$ cat src/rtl/fetch_decode_register.sv
// ---------------------------------------------------------------------------
// fetch_decode_register
//
// IF/ID pipeline register. Latches the fetched 16-bit instruction, its PC+1,
// the interrupt flag and the control-hazard flag. It supports stall and flush.
// A two-word LDM (opcode LDM_OPCODE in bits [15:11]) is merged into one
// decode-visible instruction plus a 16-bit immediate. One bubble is emitted
// while the immediate word is being fetched.
//
// Optional feature macro: FD_BUBBLE_COUNTER_EN
//   When this macro is defined, the module has an extra output o_bubble_count.
//   It is a saturating 16-bit count of the edges on which a bubble is loaded.
//
// Ports
//   i_clk                 clock (rising edge)
//   i_reset               asynchronous active-high reset
//   i_enable              1 = advance, 0 = stall (everything held)
//   i_flush               squash contents; takes priority over i_enable
//   i_instr[15:0]         instruction word from fetch (NOP = 0)
//   i_pc_inc[31:0]        PC+1 from fetch
//   i_interrupt           interrupt flag from fetch
//   i_hazard_instruction  control-hazard flag from fetch
//   o_instr[15:0]         instruction presented to decode
//   o_imm[15:0]           LDM immediate, otherwise 0
//   o_pc_inc[31:0]        PC+1 associated with o_instr
//   o_interrupt           registered interrupt flag
//   o_hazard_instruction  registered hazard flag
//   o_valid               o_instr is a real instruction (not a bubble)
//   o_waiting_imm         FSM state: 1 while waiting for the LDM immediate
//   o_bubble_count[15:0]  bubble counter (FD_BUBBLE_COUNTER_EN only)
//
// Handshake: there is no valid/ready back-pressure. i_enable is the only
// flow control. When i_enable is 1 the register takes i_instr on the edge.
// o_valid qualifies o_instr on every cycle.
// ---------------------------------------------------------------------------
module fetch_decode_register #(
  parameter logic [4:0] LDM_OPCODE = 5'b10010
) (
  input  logic        i_clk,
  input  logic        i_reset,
  input  logic        i_enable,
  input  logic        i_flush,
  input  logic [15:0] i_instr,
  input  logic [31:0] i_pc_inc,
  input  logic        i_interrupt,
  input  logic        i_hazard_instruction,
  output logic [15:0] o_instr,
  output logic [15:0] o_imm,
  output logic [31:0] o_pc_inc,
  output logic        o_interrupt,
  output logic        o_hazard_instruction,
  output logic        o_valid,
  output logic        o_waiting_imm
`ifdef FD_BUBBLE_COUNTER_EN
  ,
  output logic [15:0] o_bubble_count
`endif
);

  typedef enum logic {
    S_IDLE = 1'b0,
    S_IMM  = 1'b1
  } state_t;

  state_t      state_q, state_d;
  logic [15:0] instr_q, instr_d;
  logic [15:0] imm_q, imm_d;
  logic [31:0] pc_q, pc_d;
  logic        int_q, int_d;
  logic        haz_q, haz_d;
  logic        valid_q, valid_d;
  logic [15:0] held_instr_q, held_instr_d;
  logic        held_int_q, held_int_d;
  logic        bubble_load;

  always_comb begin
    state_d      = state_q;
    instr_d      = instr_q;
    imm_d        = imm_q;
    pc_d         = pc_q;
    int_d        = int_q;
    haz_d        = haz_q;
    valid_d      = valid_q;
    held_instr_d = held_instr_q;
    held_int_d   = held_int_q;
    bubble_load  = 1'b0;

    if (i_flush) begin
      // A flush in S_IMM drops the held LDM word.
      state_d      = S_IDLE;
      instr_d      = 16'h0000;
      imm_d        = 16'h0000;
      pc_d         = i_pc_inc;
      int_d        = i_interrupt;
      haz_d        = 1'b0;
      valid_d      = 1'b0;
      held_instr_d = 16'h0000;
      held_int_d   = 1'b0;
      bubble_load  = 1'b1;
    end else if (i_enable) begin
      case (state_q)
        S_IDLE: begin
          if (i_instr[15:11] == LDM_OPCODE) begin
            // First LDM word. Park it and emit a bubble. The interrupt flag
            // is held back so that it leaves together with the merged instruction.
            held_instr_d = i_instr;
            held_int_d   = i_interrupt;
            instr_d      = 16'h0000;
            imm_d        = 16'h0000;
            pc_d         = i_pc_inc;
            int_d        = 1'b0;
            haz_d        = 1'b0;
            valid_d      = 1'b0;
            state_d      = S_IMM;
            bubble_load  = 1'b1;
          end else begin
            instr_d = i_instr;
            imm_d   = 16'h0000;
            pc_d    = i_pc_inc;
            int_d   = i_interrupt;
            haz_d   = i_hazard_instruction;
            valid_d = 1'b1;
          end
        end
        S_IMM: begin
          // The incoming word is raw immediate data. It is never decoded,
          // even when it looks like another LDM.
          instr_d      = held_instr_q;
          imm_d        = i_instr;
          pc_d         = i_pc_inc;
          int_d        = held_int_q | i_interrupt;
          haz_d        = 1'b1;
          valid_d      = 1'b1;
          held_instr_d = 16'h0000;
          held_int_d   = 1'b0;
          state_d      = S_IDLE;
        end
        default: state_d = S_IDLE;
      endcase
    end
  end

  always_ff @(posedge i_clk or posedge i_reset) begin
    if (i_reset) begin
      state_q      <= S_IDLE;
      instr_q      <= 16'h0000;
      imm_q        <= 16'h0000;
      pc_q         <= 32'h0000_0000;
      int_q        <= 1'b0;
      haz_q        <= 1'b0;
      valid_q      <= 1'b0;
      held_instr_q <= 16'h0000;
      held_int_q   <= 1'b0;
    end else begin
      state_q      <= state_d;
      instr_q      <= instr_d;
      imm_q        <= imm_d;
      pc_q         <= pc_d;
      int_q        <= int_d;
      haz_q        <= haz_d;
      valid_q      <= valid_d;
      held_instr_q <= held_instr_d;
      held_int_q   <= held_int_d;
    end
  end

  assign o_instr              = instr_q;
  assign o_imm                = imm_q;
  assign o_pc_inc             = pc_q;
  assign o_interrupt          = int_q;
  assign o_hazard_instruction = haz_q;
  assign o_valid              = valid_q;
  assign o_waiting_imm        = (state_q == S_IMM);

`ifdef FD_BUBBLE_COUNTER_EN
  logic [15:0] bcnt_q, bcnt_d;

  // Saturating count. A stall never asserts bubble_load, so the count holds.
  always_comb begin
    bcnt_d = bcnt_q;
    if (bubble_load && (bcnt_q != 16'hFFFF)) bcnt_d = bcnt_q + 16'd1;
  end

  always_ff @(posedge i_clk or posedge i_reset) begin
    if (i_reset) bcnt_q <= 16'h0000;
    else         bcnt_q <= bcnt_d;
  end

  assign o_bubble_count = bcnt_q;
`else
  logic unused_bubble_load;
  assign unused_bubble_load = bubble_load;
`endif

endmodule

$ cat config.mk
export PLATFORM = sky130hd
export DESIGN_NAME = fetch_decode_register
export DESIGN_NICKNAME = d
export VERILOG_FILES = /design/src/rtl/fetch_decode_register.sv
export SDC_FILE = /design/constraint.sdc
export NUM_CORES = 1
export LEC_CHECK = 0
export BUFFER_PORTS_ARGS = -buffer_cell sky130_fd_sc_hd__buf_2
export CORE_ASPECT_RATIO = 1.4
export CORE_MARGIN = 2
export CORE_UTILIZATION = 50
export DETAILED_ROUTE_END_ITERATION = 12
export PLACE_DENSITY = 0.84
export SYNTH_ARGS = -nofsm -noshare
export SYNTH_HDL_FRONTEND = slang
export SYNTH_SLANG_ARGS = --single-unit
$ cat constraint.sdc
create_clock -name i_clk -period 2.92 [get_ports i_clk]
set_input_delay 0.438 -clock i_clk [delete_from_list [all_inputs] [get_ports i_clk]]
set_output_delay 0.438 -clock i_clk [all_outputs]
set_load 0.1 [all_outputs]
==> out/metrics.cfg <==
[timing]
rsz0062_at_grt = no
hold_violations = 0
worst_pin_slew_ps = 774
setup_tns_ps = 0
finalMaxSlewViolations = 0
min_period_ps = 1830
finalClockSkew_ps = 5.39
max_slew_margin_pct = 48.3
clock.fmax_mhz = 545
finalCritPeriodShare_pct = 62.8
setup_viol = 0

[run]
maxCapViolCount = 0

[synthesis]
netlist_instances = 285
synth_warnings = 0
synth_area_per_cell_sq_um = 12.7
synth_area_leaders = dfrtp_1 59%, mux2_2 10%, a22o_1 3.6%
syn-num-nets = 339
yosysTopAreaCellShare_pct = 58.8
synth_cell_types = 36
syn_area_sq_um = 3610
ys_ff_latch = 85
synth_top_area_cell = dfrtp_1
ys_seq_area_share_pct = 58.8

[critical_path]
r2r_slack_ps = 1190
cp_max_fo = 11
slowest_stage = dfrtp_1
rr_endpoint = held_instr_q[14]$_DFFE_PP0P_
regToRegStartpoint = o_waiting_imm$_DFFE_PP0P_
worstSetupStartpointType = register
reg2reg_depth = 3
crit_path_end_kind = primary output
worst_path_largest_cell_delay_ps = 550
crit_buf_inv = 1
critPathKind = register to primary output
cp_cell_sequence = buf_2
crit_required_ps = 2480
worst_path_dominant_cell_family = flip-flops
cp.depth = 1
critPathLaunch = o_waiting_imm$_DFFE_PP0P_
crit_path_end = o_waiting_imm
arrival_ps = 1400

[global_route]
antenna_found_initial = 0
grt_pass1_vias = 2860
grt-ovfl-total = 0
grt_pass1_wl_mm = 13.9
grt_usage_pct = 22.8
grt_start_max_net_pins = 49

[detailed_routing]
wl_per_cell_um = 16.7
wl_met2_mm = 4.37
drtAntennaViolNets = 0
detailedRoute.firstIterationViolations = 152
top_layer_used = met4
routed_wl_mm = 8.37
drt-met1-wl_mm = 3.31
vias = 2836
viasPerCell = 5.66
first_pass_iters = 4
met3_length_um = 459
post-route-drc-count = 0

[clocking]
path_clk_slew_ps = 80
clk_path_buf_depth = 2
holdBufCountCts = 0
root_buffer = clkbuf_8
postCtsSetupBuffers = 0
htreeDepth = 3
numCtsBuffers = 9
insertion_delay_ps = 350
cts_resized = 0
cts.sinks = 85
tritoncts = done

[finish]
areaGrowthSynthToFinish_pct = 22.8
layout_commonest_cell = buf_2
num_antenna_cells = 0
finalInstanceArea_sq_um = 4440
layout-drive-gt1-share_pct = 45.3
final_cell_mix = 121 x buf_2, 85 x dfrtp_1, 32 x mux2_2
nets = 455

[power]
ir_drop_mv = 0.314
leakage_uw = 0.00218
clkPwrFrac_pct = 28.0
p_int_uw = 1710
swShare_pct = 36.3
p_switching_uw = 974
power_frac_seq_pct = 47.0
combPwrFrac_pct = 25.0
power_density_nw_per_um2 = 604

[placement]
gp_congestion = 0.816
place_area_sq_um = 4260
dp_hpwl_mm = 5.90
io_buffers = 121

[floorplan]
die_area_sq_um = 7940
die_x_um = 75.9
start_util_pct = 51.8
io_pins = 122
core-area_sq_um = 6980
die_y_um = 105
fp-row-count = 36

[status]
status = finished, final reports clean

[hold_path]
hp-class = input port to async pin

[layer usage]
| layer | vias up | track usage [%] |
|---|---|---|
| met2 | 112 | 35.3 |
| met4 | 0 | 12.4 |
| met5 | - | 0 |
| met3 | 18 | 4.44 |
| met1 | 1408 | 29.2 |
| li1 | 1298 | - |
[synth_stat cells]
cell type       count
or4b_4              1
o211ai_1            9
o221ai_1            3
inv_1               4
dlymetal6s2s_1      1
o2bb2ai_1          11
a2111oi_2           1
and3_1             14
nor2_1              8
nand2_1            11
buf_6               7
and2_1              4
o22ai_1             1
o21ai_0             3
nand3_1             2
nor2_2              1
nor2b_1             1
clkbuf_1            6
o211a_1             1
a22o_2              1
buf_4               2
a21oi_1            23
nand4_1            13
nor4_1              1
buf_2               7
o21a_1              2
a22o_1             15
a31oi_1             1
o31ai_1             1
nand2_2             2
a21boi_0            3
mux2_2             32
a211oi_1            4
mux2i_1             3
dfrtp_1            85
nor4b_4             1
[state kept, by name (all words and copies together), names as in the netlist]
signal	cells
o_pc_inc	32
held_instr_q	16
o_imm	16
o_instr	16
held_int_q	1
o_hazard_instruction	1
o_interrupt	1
o_valid	1
o_waiting_imm	1
[power groups by stage]
stage | logic, uW | clock network, uW | registers [uW]
after global placement | 667 | 0 | 1280
after detailed placement | 674 | 0 | 1280
after CTS | 674 | 766 | 1260
after floorplan | 136 | 0 | 1680
after global routing | 700 | 816 | 1270
final | 670 | 752 | 1260
[cell type report]
cell class	instances	area, sq um
clock inverters	4	22.5
clock buffers	12	155
fillers	559	2540
well taps	95	119
repair buffers	128	683
flip-flops and latches	85	2130
inverters	4	16.3
multi-input cells	173	1320
[worst min path at each step]
stage | from | end | slack (ps)
floorplan | held_instr_q[12]$_DFFE_PP0P_ | held_instr_q[12]$_DFFE_PP0P_ | 460
global placement | o_interrupt$_DFFE_PP0P_ | o_interrupt$_DFFE_PP0P_ | 470
detailed placement | held_instr_q[12]$_DFFE_PP0P_ | held_instr_q[12]$_DFFE_PP0P_ | 470
CTS | i_reset | o_valid$_DFFE_PP0P_ | 160
global route | i_reset | o_pc_inc[11]$_DFFE_PP0P_ | 200
finish | i_reset | o_pc_inc[20]$_DFFE_PP0P_ | 150
[per-stage QoR]
stage               std cells  worst slack [ps]  util (%)  hold slack, ps  total power (uW)
finish                    501              1090      63.6             154              2680
floorplan                 285               289         -             456              1820
global route              501              1000      63.6             195              2780
global placement          485               890      61.0             466              1950
detailed placement        485               851      61.0             471              1960
CTS                       501              1090      63.6             162              2700
[kinds of logic after synthesis]
family	synth area share, %
DFF	58.8
AOI/OAI and AO/OA	15.9
and+or+nand+nor	9.52
buffers and inverters	4.95
muxes	10.8
Note: power is estimated with default switching activity, not from simulation.
